<file path="config.mk">
export PLATFORM = sky130hd
export DESIGN_NAME = core_reg_bank_flat
export DESIGN_NICKNAME = d
export VERILOG_FILES = /design/src/rtl/core_reg_bank_if.sv /design/src/rtl/core_reg_bank.sv /design/src/flat_wrapper.sv
export SDC_FILE = /design/constraint.sdc
export NUM_CORES = 1
export LEC_CHECK = 0
export CORE_MARGIN = 4
export CORE_UTILIZATION = 44
export DETAILED_ROUTE_END_ITERATION = 10
export PLACE_DENSITY = 0.67
export SETUP_SLACK_MARGIN = 0.02
export SYNTH_ARGS = -nofsm -noshare
export SYNTH_HDL_FRONTEND = slang
export SYNTH_SLANG_ARGS = --single-unit
</file>
<file path="constraint.sdc">
create_clock -name clk -period 5.02 [get_ports clk]
set_clock_uncertainty 0.1 [all_clocks]
set_input_delay 0.502 -clock clk [delete_from_list [all_inputs] [get_ports clk]]
set_output_delay 0.502 -clock clk [all_outputs]
set_load 0.03 [all_outputs]
</file>
<file path="src/rtl/core_reg_bank_if.sv">
// core_reg_bank_if: bus between the control unit (master) and the register bank (slave).
//   Load strobes : ld_rd, ld_sp, ld_lr, ld_pc, ld_apsr, ld_ipsr, ld_primask, pc_inc
//   Write data   : rd_addr, wr_data, sp_data, lr_data, pc_data, psr_data
//   Read ports   : rn_addr/rn_data, rm_addr/rm_data (combinational)
//   Views        : sp, lr, pc, apsr, ipsr, primask (zero-extended), wr_ack
interface core_reg_bank_if;
    logic        ld_rd;
    logic [3:0]  rd_addr;
    logic        ld_sp;
    logic        ld_lr;
    logic        ld_pc;
    logic        pc_inc;
    logic        ld_apsr;
    logic        ld_ipsr;
    logic        ld_primask;
    logic [31:0] wr_data;
    logic [31:0] sp_data;
    logic [31:0] lr_data;
    logic [31:0] pc_data;
    logic [31:0] psr_data;
    logic [3:0]  rn_addr;
    logic [3:0]  rm_addr;
    logic [31:0] rn_data;
    logic [31:0] rm_data;
    logic [31:0] sp;
    logic [31:0] lr;
    logic [31:0] pc;
    logic [31:0] apsr;
    logic [31:0] ipsr;
    logic [31:0] primask;
    logic        wr_ack;

    modport master (
        output ld_rd, rd_addr, ld_sp, ld_lr, ld_pc, pc_inc, ld_apsr, ld_ipsr, ld_primask,
        output wr_data, sp_data, lr_data, pc_data, psr_data, rn_addr, rm_addr,
        input  rn_data, rm_data, sp, lr, pc, apsr, ipsr, primask, wr_ack
    );

    modport slave (
        input  ld_rd, rd_addr, ld_sp, ld_lr, ld_pc, pc_inc, ld_apsr, ld_ipsr, ld_primask,
        input  wr_data, sp_data, lr_data, pc_data, psr_data, rn_addr, rm_addr,
        output rn_data, rm_data, sp, lr, pc, apsr, ipsr, primask, wr_ack
    );
endinterface

</file>
<file path="src/rtl/core_reg_bank.sv">
// core_reg_bank: Cortex-M0 architectural register bank (R0-R12, SP, LR, PC, APSR, IPSR,
// PRIMASK). Captures load strobes from the control unit, serves two combinational read
// ports, and pulses wr_ack the cycle after any ld_* strobe is accepted.
//   clk  : core clock, rising edge
//   rst  : asynchronous active-low reset
//   bus  : core_reg_bank_if.slave (strobes, write data, read ports, register views)
// Parameters: SP_RESET (bits [1:0] forced 0), PC_RESET (bit 0 forced 0).
// Optional: define CORE_REG_BYPASS_EN to forward same-cycle writes to the read ports.
module core_reg_bank #(
    parameter logic [31:0] SP_RESET = 32'h2000_1000,
    parameter logic [31:0] PC_RESET = 32'h0000_0000
) (
    input logic            clk,
    input logic            rst,
    core_reg_bank_if.slave bus
);

    localparam logic [31:0] SpRstVal = SP_RESET & 32'hFFFF_FFFC;
    localparam logic [31:0] PcRstVal = PC_RESET & 32'hFFFF_FFFE;

    logic [31:0] gpr_q [13];
    logic [31:0] gpr_d [13];
    logic [31:0] sp_q, sp_d;
    logic [31:0] lr_q, lr_d;
    logic [31:0] pc_q, pc_d;
    logic [3:0]  apsr_q, apsr_d;
    logic [5:0]  ipsr_q, ipsr_d;
    logic        primask_q, primask_d;
    logic        wr_ack_q, wr_ack_d;

    logic        rd_hits_sp, rd_hits_lr, rd_hits_pc;
    logic        pc_wr;
    logic [31:0] pc_wr_val;
    logic [31:0] view [16];

    // Next-state with per-register write priority.
    always_comb begin
        rd_hits_sp = bus.ld_rd && (bus.rd_addr == 4'd13);
        rd_hits_lr = bus.ld_rd && (bus.rd_addr == 4'd14);
        rd_hits_pc = bus.ld_rd && (bus.rd_addr == 4'd15);

        gpr_d = gpr_q;
        for (int i = 0; i < 13; i++) begin
            if (bus.ld_rd && (bus.rd_addr == 4'(i))) begin
                gpr_d[i] = bus.wr_data;
            end
        end

        sp_d = sp_q;
        if (bus.ld_sp) begin
            sp_d = bus.sp_data & 32'hFFFF_FFFC;
        end else if (rd_hits_sp) begin
            sp_d = bus.wr_data & 32'hFFFF_FFFC;
        end

        lr_d = lr_q;
        if (bus.ld_lr) begin
            lr_d = bus.lr_data;
        end else if (rd_hits_lr) begin
            lr_d = bus.wr_data;
        end

        // Explicit loads win over the sequential increment.
        pc_wr     = bus.ld_pc || rd_hits_pc;
        pc_wr_val = bus.ld_pc ? (bus.pc_data & 32'hFFFF_FFFE) : (bus.wr_data & 32'hFFFF_FFFE);
        pc_d      = pc_q;
        if (pc_wr) begin
            pc_d = pc_wr_val;
        end else if (bus.pc_inc) begin
            pc_d = pc_q + 32'd2;
        end

        apsr_d    = bus.ld_apsr    ? bus.psr_data[31:28] : apsr_q;
        ipsr_d    = bus.ld_ipsr    ? bus.psr_data[5:0]   : ipsr_q;
        primask_d = bus.ld_primask ? bus.psr_data[0]     : primask_q;

        // pc_inc deliberately excluded: it is not an acknowledged load.
        wr_ack_d = bus.ld_rd | bus.ld_sp | bus.ld_lr | bus.ld_pc |
                   bus.ld_apsr | bus.ld_ipsr | bus.ld_primask;
    end

    always_ff @(posedge clk or negedge rst) begin
        if (!rst) begin
            for (int i = 0; i < 13; i++) begin
                gpr_q[i] <= '0;
            end
            sp_q      <= SpRstVal;
            lr_q      <= '0;
            pc_q      <= PcRstVal;
            apsr_q    <= '0;
            ipsr_q    <= '0;
            primask_q <= 1'b0;
            wr_ack_q  <= 1'b0;
        end else begin
            for (int i = 0; i < 13; i++) begin
                gpr_q[i] <= gpr_d[i];
            end
            sp_q      <= sp_d;
            lr_q      <= lr_d;
            pc_q      <= pc_d;
            apsr_q    <= apsr_d;
            ipsr_q    <= ipsr_d;
            primask_q <= primask_d;
            wr_ack_q  <= wr_ack_d;
        end
    end

    // Read view of all 16 indices; index 15 is the Thumb pipeline PC (+4).
    always_comb begin
`ifdef CORE_REG_BYPASS_EN
        // *_d already hold the post-priority, post-mask write value when written.
        for (int i = 0; i < 13; i++) begin
            view[i] = gpr_d[i];
        end
        view[13] = sp_d;
        view[14] = lr_d;
        // Increment is not forwarded, only explicit PC loads.
        view[15] = (pc_wr ? pc_wr_val : pc_q) + 32'd4;
`else
        for (int i = 0; i < 13; i++) begin
            view[i] = gpr_q[i];
        end
        view[13] = sp_q;
        view[14] = lr_q;
        view[15] = pc_q + 32'd4;
`endif
    end

    assign bus.rn_data = view[bus.rn_addr];
    assign bus.rm_data = view[bus.rm_addr];

    assign bus.sp      = sp_q;
    assign bus.lr      = lr_q;
    assign bus.pc      = pc_q;
    assign bus.apsr    = {apsr_q, 28'd0};
    assign bus.ipsr    = {26'd0, ipsr_q};
    assign bus.primask = {31'd0, primask_q};
    assign bus.wr_ack  = wr_ack_q;

endmodule
</file>
<file path="src/flat_wrapper.sv">
// flat-port wrapper written by rule: the top's interface ports become plain ports
module core_reg_bank_flat 
#(
    parameter logic [31:0] SP_RESET = 32'h2000_1000,
    parameter logic [31:0] PC_RESET = 32'h0000_0000
)
  (clk, rst, bus_ld_rd, bus_rd_addr, bus_ld_sp, bus_ld_lr, bus_ld_pc, bus_pc_inc, bus_ld_apsr, bus_ld_ipsr, bus_ld_primask, bus_wr_data, bus_sp_data, bus_lr_data, bus_pc_data, bus_psr_data, bus_rn_addr, bus_rm_addr, bus_rn_data, bus_rm_data, bus_sp, bus_lr, bus_pc, bus_apsr, bus_ipsr, bus_primask, bus_wr_ack);
  core_reg_bank_if bus_i ();
  input logic clk;
  input logic rst;
  input wire logic [$bits(bus_i.ld_rd)-1:0] bus_ld_rd;
  input wire logic [$bits(bus_i.rd_addr)-1:0] bus_rd_addr;
  input wire logic [$bits(bus_i.ld_sp)-1:0] bus_ld_sp;
  input wire logic [$bits(bus_i.ld_lr)-1:0] bus_ld_lr;
  input wire logic [$bits(bus_i.ld_pc)-1:0] bus_ld_pc;
  input wire logic [$bits(bus_i.pc_inc)-1:0] bus_pc_inc;
  input wire logic [$bits(bus_i.ld_apsr)-1:0] bus_ld_apsr;
  input wire logic [$bits(bus_i.ld_ipsr)-1:0] bus_ld_ipsr;
  input wire logic [$bits(bus_i.ld_primask)-1:0] bus_ld_primask;
  input wire logic [$bits(bus_i.wr_data)-1:0] bus_wr_data;
  input wire logic [$bits(bus_i.sp_data)-1:0] bus_sp_data;
  input wire logic [$bits(bus_i.lr_data)-1:0] bus_lr_data;
  input wire logic [$bits(bus_i.pc_data)-1:0] bus_pc_data;
  input wire logic [$bits(bus_i.psr_data)-1:0] bus_psr_data;
  input wire logic [$bits(bus_i.rn_addr)-1:0] bus_rn_addr;
  input wire logic [$bits(bus_i.rm_addr)-1:0] bus_rm_addr;
  output wire logic [$bits(bus_i.rn_data)-1:0] bus_rn_data;
  output wire logic [$bits(bus_i.rm_data)-1:0] bus_rm_data;
  output wire logic [$bits(bus_i.sp)-1:0] bus_sp;
  output wire logic [$bits(bus_i.lr)-1:0] bus_lr;
  output wire logic [$bits(bus_i.pc)-1:0] bus_pc;
  output wire logic [$bits(bus_i.apsr)-1:0] bus_apsr;
  output wire logic [$bits(bus_i.ipsr)-1:0] bus_ipsr;
  output wire logic [$bits(bus_i.primask)-1:0] bus_primask;
  output wire logic [$bits(bus_i.wr_ack)-1:0] bus_wr_ack;
  assign bus_i.ld_rd = bus_ld_rd;
  assign bus_i.rd_addr = bus_rd_addr;
  assign bus_i.ld_sp = bus_ld_sp;
  assign bus_i.ld_lr = bus_ld_lr;
  assign bus_i.ld_pc = bus_ld_pc;
  assign bus_i.pc_inc = bus_pc_inc;
  assign bus_i.ld_apsr = bus_ld_apsr;
  assign bus_i.ld_ipsr = bus_ld_ipsr;
  assign bus_i.ld_primask = bus_ld_primask;
  assign bus_i.wr_data = bus_wr_data;
  assign bus_i.sp_data = bus_sp_data;
  assign bus_i.lr_data = bus_lr_data;
  assign bus_i.pc_data = bus_pc_data;
  assign bus_i.psr_data = bus_psr_data;
  assign bus_i.rn_addr = bus_rn_addr;
  assign bus_i.rm_addr = bus_rm_addr;
  assign bus_rn_data = bus_i.rn_data;
  assign bus_rm_data = bus_i.rm_data;
  assign bus_sp = bus_i.sp;
  assign bus_lr = bus_i.lr;
  assign bus_pc = bus_i.pc;
  assign bus_apsr = bus_i.apsr;
  assign bus_ipsr = bus_i.ipsr;
  assign bus_primask = bus_i.primask;
  assign bus_wr_ack = bus_i.wr_ack;
  core_reg_bank #(.SP_RESET(SP_RESET), .PC_RESET(PC_RESET)) u_core (.clk(clk), .rst(rst), .bus(bus_i));
endmodule
</file>
[Word-level counts from Yosys, hierarchy flattened]
Index checks and enable logic that the tools add are counted.
Storage, ports and cells
  input bits: 182
  output and inout port bits: 257
  register bits after elaboration: 524
  logic and storage cells: 81
Cells by class
  equality and inequality tests: 15
  multiplexer cells: 13
  $lt $le $gt $ge: 2
  bitwise logic cells: 8
  add/sub/neg operators: 2
  reductions and logical operators: 21
Operators by type and width (count)
  $mux 32: 11
  $bmux 32 s4: 2
  $add 32x2->32 const B: 1
  $add 32x3->32 const B: 1
  $eq 4x4->1 const B: 8
  $eq 4x3->1 const B: 4
  $logic_and 1x1->1: 16
  $ge 5x5->1 const B: 2
  $not 4->5: 2
  $eq 4x2->1 const B: 2
  $or 1x1->1: 6
  $reduce_bool 2->1: 3
  $eq 4x1->1 const B: 1
  $logic_not 4->1: 1
  $logic_or 1x1->1: 1

[Logic depth before layout (Yosys ltp)]
  depth after elaboration: 6
  mapped depth: 9
  depth with buffers taken out: 6

[Least setup slack after synthesis]
Ideal clock, no wire load.
  path kind: reg2out
  start point: register u_core.pc_q[3] (netlist: u_core.bus.pc[3])
  end point: output bus_rm_data[22]
  cell stages (with the launch flop): 9
  required time: 4418 ps
  arrival: 2684 ps
  path buffers: 2
  setup slack: 1734 ps
  cells stage by stage: dfrtp_1 > ha_1 > and4_1 > buf_2 > nand3_1 > buf_2 > nor3_1 > xnor2_1 > a221oi_1
On the way
  longest elaborated chain between the ends: 4
RTL lines
  from (decl): RTL line core_reg_bank.sv:25  | logic [31:0] pc_q, pc_d;
  from (signal assigned): RTL line core_reg_bank.sv:89  | pc_q <= PcRstVal;
  from (signal assigned): RTL line core_reg_bank.sv:100  | pc_q <= pc_d;
  $add 32x3->32: RTL line core_reg_bank.sv:125  | view[15] = pc_q + 32'd4;
  $bmux 32 s4: RTL line core_reg_bank.sv:130  | assign bus.rm_data = view[bus.rm_addr];
  $mux 32 (implied by the code) (2 in series): RTL line core_reg_bank.sv:130
  to (decl): RTL line flat_wrapper.sv:28  | output wire logic [$bits(bus_i.rm_data)-1:0] bus_rm_data;
No other way between the ends. The select of a mux whose other input is x is not followed.

[Worst setup path after layout]
  start point: register u_core.pc_q[4] (netlist: u_core.bus.pc[4])
  end point: output bus_rm_data[21]
The elaborated chain is that of the path after synthesis.

==> impl_metrics.py <==
metrics = {
    "final_layout": {
        "multi_input_area_mm2": 0.0162,
        "fillers": 5712,
        "utilization_pct": 53.2,
        "final_common_cell": "dfrtp_1",
        "instances_no_fill": 3632,
        "finalNetCount": 2837,
        "regArea_mm2": 0.0130,
        "area_delta_synth_final_pct": 19.6,
        "drive_gt1_share_pct": 33.2,
        "layout_common_cells": "dfrtp_1 (519), mux2_2 (435), clkdlybuf4s50_1 (305)",
    },
    "drt": {
        "first_iter_violations": 2272,
        "vias": 22995,
        "drc": 0,
        "wl_mm": 108,
        "wl_per_cell_um": 29.6,
        "ant_nets": 0,
        "firstDrtPassIters": 8,
        "viasPerCell": 6.33,
    },
    "yosys": {
        "ys.warnings.count": 0,
        "syn_avg_cell_area_um2": 12.6,
        "synth_top_area_cell": "dfrtp_1",
        "synthCells": 2428,
        "syn-cell-area_mm2": 0.0305,
        "yosysTopAreaCellShare_pct": 42.6,
        "synth_area_leaders": "dfrtp_1 (43%), mux4_2 (17%), mux2_2 (16%), mux2i_1 (3.5%), buf_4 (2.3%)",
        "synth-edff-count": 0,
        "synthFlopType": "dfrtp_1",
        "synthArstFlopShare_pct": 100,
        "yosysSeqAreaShare_pct": 42.8,
        "yosys_register_bits": 521,
        "yosysUniqueCellTypes": 68,
    },
    "power_and_ir_drop": {
        "peakVddDrop_mv": 0.286,
        "power_uw": 14400,
        "p_per_area_mw_per_mm2": 395,
        "p_leak_uw": 0.0147,
    },
    "timing": {
        "hold_slack_ns": 0.214,
        "worst_pin_slew_ns": 1.11,
        "hold_viol": 0,
        "maxSlewViolCount": 0,
        "fmax_ghz": 0.214,
        "final-setup-viol-count": 0,
        "tns_ns": 0,
        "rsz0062_at_grt": "no",
        "maxSlewHeadroom_pct": 25.9,
        "min_period_ns": 4.68,
        "period_share_pct": 93.2,
    },
    "setup_path": {
        "start_kind": "flop",
        "required_ns": 4.42,
        "r2r_cells": 6,
        "slowest_stage": "o31ai_1",
        "path_class": "flop to output port",
        "regToRegStartpoint": "u_core.bus.pc[1]",
        "cp_max_fo": 10,
        "cp_cell_sequence": "and4_1, nand4_1, o31ai_1, a31oi_1, or2_2, clkdlybuf4s50_1",
        "cpLargestDelayFamily": "simple AND/OR/NAND/NOR gates",
        "ff2ff_setup_slack_ns": 2.19,
        "reg2reg_to": "u_core.bus.pc[31]",
        "cp_data_arrival_time_ns": 4.08,
        "slowest_delay_ns": 0.82,
        "cp_num_buf_inv": 1,
        "endpoint_kind": "output port",
    },
    "placement": {
        "io_buffers": 325,
        "place_congestion": 0.936,
        "hpwl_mm": 72.2,
        "place_inst": 3524,
    },
    "min_path": {
        "hold_path_depth": 3,
        "hold_start": "bus_ld_sp",
        "hold_end": "u_core.bus.sp[29]",
        "hold_class": "input port to flop",
    },
    "global_routing": {
        "grt_pass1_vias": 23606,
        "grt-ovfl-total": 0,
        "grt_max_degree": 148,
        "grt_pass1_wl_mm": 158,
        "antenna_found_initial": 4,
        "grt_use_total_pct": 28.5,
    },
    "die": {
        "coreArea_mm2": 0.0686,
        "rows": 96,
        "io-pin-count": 439,
        "die_w_um": 271,
        "die_area_mm2": 0.0736,
        "die_h_um": 271,
        "start_util_pct": 44.5,
    },
    "clock_network": {
        "cts_max_level": 2,
        "cts_buffers": 57,
        "post_cts.repair.setup_buffers": 0,
        "clkLatencyLatePin_ns": 0.63,
        "cts_resized": 0,
        "cts_hold_buf": 1,
        "clk_path_buf_depth": 3,
        "clk_pin_slew_worst_paths_ns": 0.06,
        "cts_tree": "done",
        "cts_sinks": 521,
        "root_buffer": "clkbuf_16",
    },
    "outcome": {
        "status": "finished clean",
    },
    "run": {
        "maxCapViolCount": 0,
    },
}
## metal layers
layer  up-vias  global-route usage (%)  wire length (µm)
met5         -                       0                21
met4         4                    11.2              4710
met1     11957                    38.1             42000
li1       9460                       -                 -
met3       258                    5.76             10200
met2      1316                    46.2             50700
## worst max-delay path by stage
stage                           end              from  slack (ns)  cells past startpoint
floorplan           bus_rm_data[22]  u_core.bus.pc[3]        1.73                      8
global placement    bus_rm_data[31]    bus_rm_addr[1]        1.01                      8
detailed placement  bus_rm_data[11]    bus_rm_addr[0]        0.99                      8
CTS                 bus_rm_data[18]  u_core.bus.pc[3]        0.34                      8
global route        bus_rm_data[23]  u_core.bus.pc[4]        0.07                      6
finish              bus_rm_data[21]  u_core.bus.pc[4]        0.34                      6
## Yosys cell counts, drive strengths merged, types with 20 or more instances
library cell and n:
nor3 28, a21oi 60, mux2i 107, mux4 235, buf 161, nor2 75
inv 22, clkbuf 153, o21ai 117, o221ai 25, dfrtp 519, a31oi 24
o22ai 24, mux2 435, nand2 169, nand3 20, nand4 20
## cell families after synthesis
kind of cell               Yosys count  share of synthesized area (%)
muxes                              777                           36.9
DFF                                521                           42.8
and+or+nand+nor                    409                           6.42
AOI/OAI and AO/OA                  353                           7.42
buffers and inverters              336                           5.53
xor gates and xnor gates            29                          0.833
adders and majority gates            2                         0.0821
other                                1                         0.0123
## power breakdown
| part | switching (µW) | total (µW) | internal, µW |
|---|---|---|---|
| Combinational | 1890 | 4040 | 2150 |
| Sequential | 743 | 5810 | 5070 |
| Clock | 1800 | 4540 | 2740 |
| Total | 4440 | 14400 | 9960 |
## flip-flops by register name, indices dropped and copies added, names as in the netlist
signal             count
u_core.bus.sp         30
u_core.bus.pc         31
u_core.ipsr_q          6
u_core.primask_q       1
u_core.apsr_q          4
u_core.bus.lr         32
u_core.bus.wr_ack      1
u_core.gpr_q         416
## stage by stage
stage / area [µm²] / setup WS [ns]
3_5_place_dp: 34400 / 0.994
3_3_place_gp: 34400 / 1.01
4_1_cts: 36500 / 0.344
5_1_grt: 36500 / 0.0696
6_report: 36500 / 0.340
2_1_floorplan: 30800 / 1.73
## cell type report
type | instances | share of cell area (%)
antenna | 1 | 0.00686
clock buffer | 80 | 4.50
clock inverter | 26 | 1.06
inverter | 22 | 0.226
tap | 931 | 3.19
multi-input combinational | 1658 | 44.4
sequential | 521 | 35.8
timing repair buffer | 393 | 10.9
## worst register-to-register path, stage by stage, from the launching register on
cell     delay [ns]
dfrtp_1        0.73
ha_1           0.41
nand2_1        0.18
nor4_1         0.78
a31o_2         0.26
a21oi_1        0.06
o31ai_1        0.22
(Power assumes the default switching activity.)
